## src/rtl/cordic_pkg.sv

```systemverilog
// rtl/cordic_pkg.sv - Q8.8 format, step schedule, atanh table and FSM states for hyperbolic CORDIC
package cordic_pkg;

  localparam int Q_W    = 16;
  localparam int Q_FRAC = 8;
  localparam int N_STEP = 9;

  typedef enum logic [1:0] {
    ST_IDLE = 2'd0,
    ST_RUN  = 2'd1,
    ST_DONE = 2'd2
  } state_t;

  // Shift 4 is repeated so the hyperbolic sequence converges.
  function automatic logic [3:0] shift_seq(input logic [3:0] idx);
    case (idx)
      4'd0:    shift_seq = 4'd1;
      4'd1:    shift_seq = 4'd2;
      4'd2:    shift_seq = 4'd3;
      4'd3:    shift_seq = 4'd4;
      4'd4:    shift_seq = 4'd4;
      4'd5:    shift_seq = 4'd5;
      4'd6:    shift_seq = 4'd6;
      4'd7:    shift_seq = 4'd7;
      default: shift_seq = 4'd8;
    endcase
  endfunction

  function automatic logic signed [Q_W-1:0] atanh_lut(input logic [3:0] s);
    case (s)
      4'd1:    atanh_lut = 16'sd141;
      4'd2:    atanh_lut = 16'sd65;
      4'd3:    atanh_lut = 16'sd32;
      4'd4:    atanh_lut = 16'sd16;
      4'd5:    atanh_lut = 16'sd8;
      4'd6:    atanh_lut = 16'sd4;
      4'd7:    atanh_lut = 16'sd2;
      4'd8:    atanh_lut = 16'sd1;
      default: atanh_lut = 16'sd0;
    endcase
  endfunction

endpackage

```

## src/rtl/hcordic_vec_step.sv

```systemverilog
// rtl/hcordic_vec_step.sv - one combinational hyperbolic vectoring micro-rotation
module hcordic_vec_step
  import cordic_pkg::*;
(
  input  logic signed [Q_W-1:0] i_x,
  input  logic signed [Q_W-1:0] i_y,
  input  logic signed [Q_W-1:0] i_z,
  input  logic        [3:0]     i_shift,
  input  logic signed [Q_W-1:0] i_t,
  output logic signed [Q_W-1:0] o_x,
  output logic signed [Q_W-1:0] o_y,
  output logic signed [Q_W-1:0] o_z
);

  logic signed [Q_W-1:0] w_xs;
  logic signed [Q_W-1:0] w_ys;
  logic                  w_y_pos;

  assign w_xs    = i_x >>> i_shift;
  assign w_ys    = i_y >>> i_shift;
  assign w_y_pos = ~i_y[Q_W-1];

  // Both updates use the pre-step x and y; sums wrap in 16 bits.
  assign o_x = w_y_pos ? (i_x - w_ys) : (i_x + w_ys);
  assign o_y = w_y_pos ? (i_y - w_xs) : (i_y + w_xs);
  assign o_z = w_y_pos ? (i_z + i_t)  : (i_z - i_t);

endmodule

```

## src/rtl/hcordic_vector.sv

```systemverilog
// rtl/hcordic_vector.sv - iterative hyperbolic CORDIC vectoring unit with valid/ready handshakes
module hcordic_vector
  import cordic_pkg::*;
#(
  parameter int N_STEP = cordic_pkg::N_STEP
) (
  input  logic                  clk,
  input  logic                  reset,
  input  logic                  in_valid,
  output logic                  in_ready,
  input  logic signed [Q_W-1:0] x_in,
  input  logic signed [Q_W-1:0] y_in,
  input  logic signed [Q_W-1:0] z_in,
  output logic                  out_valid,
  input  logic                  out_ready,
  output logic signed [Q_W-1:0] x_out,
  output logic signed [Q_W-1:0] y_out,
  output logic signed [Q_W-1:0] z_out,
  output logic                  err
);

  localparam logic [3:0] LAST_STEP = 4'(N_STEP - 1);

  state_t                r_state;
  logic        [3:0]     r_step;
  logic signed [Q_W-1:0] r_x;
  logic signed [Q_W-1:0] r_y;
  logic signed [Q_W-1:0] r_z;
  logic                  r_err;

  logic        [3:0]     w_shift;
  logic signed [Q_W-1:0] w_t;
  logic signed [Q_W-1:0] w_nx;
  logic signed [Q_W-1:0] w_ny;
  logic signed [Q_W-1:0] w_nz;
  logic signed [Q_W:0]   w_x_ext;
  logic signed [Q_W:0]   w_y_ext;
  logic signed [Q_W:0]   w_abs_y;
  logic                  w_domain_bad;

  assign w_shift = shift_seq(r_step);
  assign w_t     = atanh_lut(w_shift);

  hcordic_vec_step u_step (
    .i_x     (r_x),
    .i_y     (r_y),
    .i_z     (r_z),
    .i_shift (w_shift),
    .i_t     (w_t),
    .o_x     (w_nx),
    .o_y     (w_ny),
    .o_z     (w_nz)
  );

  // One extra bit so |y| of the most negative operand does not overflow.
  assign w_x_ext      = {x_in[Q_W-1], x_in};
  assign w_y_ext      = {y_in[Q_W-1], y_in};
  assign w_abs_y      = w_y_ext[Q_W] ? -w_y_ext : w_y_ext;
  assign w_domain_bad = (w_x_ext <= 0) || (w_abs_y >= w_x_ext);

  always_ff @(posedge clk) begin
    if (reset) begin
      r_state <= ST_IDLE;
      r_step  <= 4'd0;
      r_x     <= '0;
      r_y     <= '0;
      r_z     <= '0;
      r_err   <= 1'b0;
    end else begin
      case (r_state)
        ST_IDLE: begin
          if (in_valid) begin
            r_x    <= x_in;
            r_y    <= y_in;
            r_z    <= z_in;
            r_step <= 4'd0;
            if (w_domain_bad) begin
              r_err   <= 1'b1;
              r_state <= ST_DONE;
            end else begin
              r_err   <= 1'b0;
              r_state <= ST_RUN;
            end
          end
        end
        ST_RUN: begin
          r_x    <= w_nx;
          r_y    <= w_ny;
          r_z    <= w_nz;
          r_step <= r_step + 4'd1;
          if (r_step == LAST_STEP) begin
            r_state <= ST_DONE;
          end
        end
        ST_DONE: begin
          if (out_ready) begin
            r_state <= ST_IDLE;
          end
        end
        default: r_state <= ST_IDLE;
      endcase
    end
  end

  assign in_ready  = (r_state == ST_IDLE);
  assign out_valid = (r_state == ST_DONE);
  assign x_out     = r_x;
  assign y_out     = r_y;
  assign z_out     = r_z;
  assign err       = r_err;

endmodule

```

## config.mk

```make
export PLATFORM = sky130hd
export DESIGN_NAME = hcordic_vector
export DESIGN_NICKNAME = d
export VERILOG_FILES = /design/src/rtl/cordic_pkg.sv /design/src/rtl/hcordic_vec_step.sv /design/src/rtl/hcordic_vector.sv
export SDC_FILE = /design/constraint.sdc
export NUM_CORES = 1
export LEC_CHECK = 0
export CAP_MARGIN = 20
export CORE_ASPECT_RATIO = 1.4
export CORE_MARGIN = 1.5
export CORE_UTILIZATION = 40
export DETAILED_ROUTE_END_ITERATION = 12
export PLACE_DENSITY = 0.72
export SLEW_MARGIN = 20
export SYNTH_ARGS = -nofsm -noshare
export SYNTH_HDL_FRONTEND = slang
export SYNTH_SLANG_ARGS = --single-unit
```

## constraint.sdc

```tcl
create_clock -name clk -period 9.7 [get_ports clk]
set_input_delay 0.97 -clock clk [delete_from_list [all_inputs] [get_ports clk]]
set_output_delay 0.97 -clock clk [all_outputs]
set_load 0.02 [all_outputs]
```

# ---- Word-level counts from Yosys, hierarchy flattened
# Memory sizes are Yosys's and may differ from the RTL's. A register that Yosys moved wholly into a read port is not among the register bits.
# Index checks and enable logic that the tools add are counted.
dict set report word_totals {
  reg_bits 55
  mem_bits_ro 152
  input_bits 52
  output_inout_bits 51
  word_cells 53
  mem_count 2
}
dict set report classes {
  addsub 8
  order_cmp 2
  eq_ne 6
  shifts 2
  mux 21
  reduce_logical 6
}
# name words width read_ports rd_ports_with_merged_regs wr line_no
set mem_list {}
lappend mem_list {{(name not given)} 16 8 1 0 0 cordic_pkg.sv:30} ;# case (s)
lappend mem_list {{(name not given)} 8 3 1 1 0 cordic_pkg.sv:16} ;# case (idx)
# operator n
set op_table {}
lappend op_table {{$mux 16} 6}
lappend op_table {{$pmux 16 s2} 3}
lappend op_table {{$add 16x16->16} 3}
lappend op_table {{$sub 16x16->16} 3}
lappend op_table {{$sshr 16x4->16} 2}
lappend op_table {{$ge 17x16->1} 1}
lappend op_table {{$mux 17} 1}
lappend op_table {{$neg 16->17} 1}
lappend op_table {{$le 16x1->1 const B} 1}
lappend op_table {{$mux 2} 4}
lappend op_table {{$mux 4} 2}
lappend op_table {{$pmux 4 s2} 1}
lappend op_table {{$mux 3} 2}
lappend op_table {{$pmux 2 s3} 1}
lappend op_table {{$add 4x1->4 const B} 1}
lappend op_table {{$eq 4x4->1 const B} 1}
lappend op_table {{$ne 2x2->1 const B} 2}
lappend op_table {{$reduce_and 2->1} 2}
lappend op_table {{$reduce_and 3->1} 1}
lappend op_table {{$eq 2x1->1 const B} 1}
lappend op_table {{$eq 2x2->1 const B} 1}
lappend op_table {{$logic_not 2->1} 1}
lappend op_table {{$ne 2x1->1 const B} 1}
lappend op_table {{$reduce_bool 2->1} 1}
lappend op_table {{other kinds (2)} 2}

# ---- Longest topological paths before layout
dict set report depth {
  word_depth 7
  ltp_mapped 21
  ltp_nobuf 19
}

# ---- By module
# A second synthesis with hierarchy kept.
dict set report hier_totals {
  cells_unflattened 1009
  hier_area_um2 8090.3
}
# mod instances cells_each area_per_inst_um2 seq_area_each_um2
set by_module_without_submodules {}
lappend by_module_without_submodules {hcordic_vec_step 1 593 4638.2 0.0}
lappend by_module_without_submodules {hcordic_vector 1 416 3452.1 1161.1}

# ---- Worst setup path before layout
# Ideal clock, no wire load.
dict set report synth_path {
  path_type {register to register}
  start {reg (tool-made name)}
  end {reg r_x[14], in the netlist x_out[14]}
  setup_time_ns 0.114
  t_arrival_ns 4.202
  required_ns 9.586
  slack_ns 5.384
  stages_incl_launch_ff 20
  path_buffers 2
  synth_period_minus_slack_ns 4.316
  cell_sequence {dfxtp_1 buf_4 buf_4 mux2_2 o21ai_0 a31oi_1 a211oi_1 ha_1 nor2_1 a21oi_1 fa_1 a21o_1 a21oi_1 nand2b_1 a21oi_1 o311a_1 o41ai_1 o21ai_0 and3_1 a2111oi_0}
}
# element line_no
set synth_lines {}
lappend synth_lines {{end signal: assignment} hcordic_vector.sv:73} ;# r_x <= x_in;
lappend synth_lines {{end signal: assignment} hcordic_vector.sv:87} ;# r_x <= w_nx;
lappend synth_lines {{end: declaration} hcordic_vector.sv:26} ;# logic signed [Q_W-1:0] r_x;

==> key figures <==
Yosys
  • Cells after Synth: between 1k and 1.5k
  • Synth Area in Compound Gates: approximately a quarter
  • Top cells by instance count after synthesis: nor2_1, nand2_1, a21oi_1
  • Cell variety after synth: 82
  • Syn Area/Cell: roughly 7.5 um^2
  • Post-synthesis xor/xnor area fraction: under 10%
  • Post-synth EDFFs: 0
  • Most numerous cell in the Yosys netlist: nor2_1
  • Leading area contributor after synthesis: dfxtp_1
  • Synth Net Count: around 1.2k
  • Register area share after synthesis: 14.47%
  • Simple-gate share of the synthesized area: roughly 23%
  • Post-synth top area share: between 10 and 15%
  • Combinational family with the most area after synthesis: compound AO/OA/AOI/OAI gates
  • Top_reg_cell synth: dfxtp_1
  • Adder-cell share of the synthesized area: around 13%
  • Synthesis warning total: 0
  • Ys async rst share: 0%
  • Multiplexer area fraction after synthesis: 9.903%
  • Number of synthesized register bits: between 50 and 60
  • Area contributors post-synth: dfxtp_1, ha_1, nor2_1
  • Post-Syn Area: between 8000 and 9000 um^2

Layout
  • Design Area, Final: roughly 9500 um^2
  • Nets: approximately 1.3k
  • Register Area: around 1200 um^2
  • Share of cells above drive strength 1: 6.432%
  • Fill cells: 1913
  • Inserted Diodes: 0
  • Multi-input logic area: 6377 um^2
  • Layout area overhead: 17.83%

Pwr
  • Sw Ratio: a little over two fifths
  • Clk pwr share: 21.5%
  • Cell Pwr Density: ~160 nW/um^2
  • Max rail drop VDD: between 70 and 80 uV
  • P_leak: just under 4 nW
  • Logic pwr share: between 50% and 60%
  • Switching pwr: about 0.00063 W
  • Sequential share of power: between 20% and 30%
  • Int Pwr: 0.0008486 W

Floorplan
  • Horiz. Die Dim: 122.7 um
  • Placement Rows: roughly 60
  • Core ar.: ~20000 um^2
  • Ports: 103
  • Total die area: between 20000 and 25000 um^2
  • Starting Density: between 40 and 50%
  • Die height: approximately 170 um

STA
  • Slew Viols, Final: 0
  • Slew Limit Headroom: ~31%
  • Fin. Hold Viols: 0
  • Count of final setup violators: 0
  • Worst slew pin tran: 1.037 ns
  • RSZ-0062 raised after global routing: no
  • Final min period: around 5.9 ns
  • FMAX: approximately 0.17 GHz
  • Setup TNS: 0 ns
  • Period utilization: roughly 60%
  • Final clock skew: approximately 0.0069 ns

Critical path
  • Crit path kind: flop to flop
  • Worst Path Required: about 9.9 ns
  • Setup crit end kind: flop
  • Critical Path AT: 6.06 ns
  • R2r worst-path depth: 19
  • CP startpoint kind: flop
  • Worst setup path end: x_out[14]$_SDFFE_PP0P_
  • RR Endpoint: x_out[14]$_SDFFE_PP0P_
  • R2r setup slk: ~3.8 ns
  • Crit-path max FO: roughly 40

Place
  • HPWL after DPL: between 15 and 20 mm
  • Placer Congestion: between 0.9 and 1
  • Placed cell area: about 9200 um^2
  • I/O Buffers: roughly 100

Global routing
  • Initial antenna violation count: 0
  • Gr ovfl total: 0
  • GR Util All Layers: 25.81%
  • Largest net degree at the start of global routing: 61
  • Vias in the first global route: roughly 8.1k
  • First-pass GRT wire length: roughly 43 mm

Drt
  • Post-DRT Antenna Nets: 0
  • DRT Wirelength: 26.96 mm
  • Residual DRC: 0
  • DRT Pass-1 Iters: 5
  • WL/cell: approximately 19 um
  • Starting DRT DRC Count: around 670
  • Vias/cell: roughly 6
  • Vias post-DR: roughly 8.5k

Clock network
  • Hold Buf Count CTS: 0
  • Clock Tree Root: clkbuf_16
  • Clock Latency Late Sink: approximately 0.33 ns
  • TritonCTS Buffers: 9
  • Postcts setup bufs: 0
  • CTS tree: done
  • Clock Path Buffers: 2
  • Post-CTS sizing: 0
  • H-tree Lvls: 3
  • Clock slew at reported path FFs: roughly 0.050 ns
  • Clk sink count: 58

Status
  • Status: finished clean

Hold path
  • Hold path startpoint: err$_SDFFE_PP0P_
  • Hold Path Class: flop to flop

Flow run
  • Maxcap violations: 0
-- layout by cell type (no fill, tap or decap), types with 16 or more instances in the layout --
cell type        synthesis  final
a311oi_1                24     24
a211oi_1                23     23
mux4_2                  17     17
nand2b_1                18     17
inv_1                   45     45
nand3_1                 19     19
ha_1                    76     76
nor2b_1                 18     16
dfxtp_1                 58     57
xnor2_1                 54     54
clkdlybuf4s50_1          0    101
o21ai_0                 53     53
mux2i_1                 25     25
nand2_1                111    111
a21oi_1                 77     77
nor3_1                  38     38
nor2_1                 126    126
-- cell families (layout without fill, tap and decap cells) --
kind of cell	count (synthesis)	after routing
buffers and inverters	119	179
DFF	58	58
muxes	51	51
adders and majority gates	79	79
other	1	1
and+or+nand+nor	396	396
AOI/OAI and AO/OA	303	303
xor gates and xnor gates	68	68
-- worst max-delay path, stage by stage (launching register included) --
cell	delay, ns
dfxtp_2	0.31
buf_4	0.45
and2b_1	0.88
inv_6	0.09
a31o_1	0.27
o21bai_1	0.15
a222oi_1	0.38
ha_1	0.32
nor2_1	0.09
a21oi_1	0.08
fa_1	0.46
a21o_1	0.17
a21oi_1	0.18
nand2b_1	0.19
a21oi_1	0.13
o311a_1	0.34
o41ai_1	0.45
o21ai_0	0.22
and3_1	0.22
a2111oi_0	0.34
-- routing by layer --
metal	global-route usage [%]	vias up	part of all wire, %
met2	43.36	380	48
met1	33.26	4003	41
met5	0	-	0
li1	-	4076	-
met3	2.900	71	7.2
met4	10.67	0	3.5
-- state kept, by name, indices dropped and copies added, names as in the netlist, named ones only --
register	count
z_out	16
x_out	16
r_state	2
r_step	4
y_out	16
err	1
-- power by group through the flow --
stage | Clock [W] | Sequential, W | Combinational (W)
6_report | 0.000317 | 0.000322 | 0.000836
4_1_cts | 0.000318 | 0.000319 | 0.000827
2_1_floorplan | 0 | 0.000319 | 0.000602
3_3_place_gp | 0 | 0.000324 | 0.000808
3_5_place_dp | 0 | 0.000323 | 0.000817
5_1_grt | 0.000330 | 0.000323 | 0.000924
-- worst min-delay path by stage --
stage,slack (ns),end,cells after the start
after floorplan,0.54,r_step[0]$_SDFFE_PP0P_,2
after global placement,0.50,z_out[8]$_SDFFE_PP0P_,2
after detailed placement,0.50,err$_SDFFE_PP0P_,2
after CTS,0.51,err$_SDFFE_PP0P_,2
after global routing,0.54,err$_SDFFE_PP0P_,2
final,0.51,err$_SDFFE_PP0P_,2
-- per-stage QoR --
| stage | hold WS (ns) | util, % | power [W] | setup slack [ns] | instances |
|---|---|---|---|---|---|
| 2_1_floorplan | 0.5445 | - | 0.0009212 | 5.384 | 1075 |
| 3_3_place_gp | 0.5028 | 46.36 | 0.001132 | 4.063 | 1372 |
| 3_5_place_dp | 0.4987 | 46.36 | 0.001140 | 3.885 | 1372 |
| 4_1_cts | 0.5084 | 47.82 | 0.001464 | 3.878 | 1387 |
| 5_1_grt | 0.5394 | 47.82 | 0.001577 | 3.322 | 1387 |
| 6_report | 0.5087 | 47.82 | 0.001475 | 3.849 | 1387 |
-- final cells by class --
cell class / instances / area share (%)
timing repair buffer: 117 / 11.94
clock inverter: 2 / 0.3971
sequential: 58 / 12.30
multi-input combinational: 898 / 67.47
inverter: 47 / 1.919
tap: 252 / 3.336
clock buffer: 13 / 2.647
No activity file was read; power rests on OpenSTA's default activity.
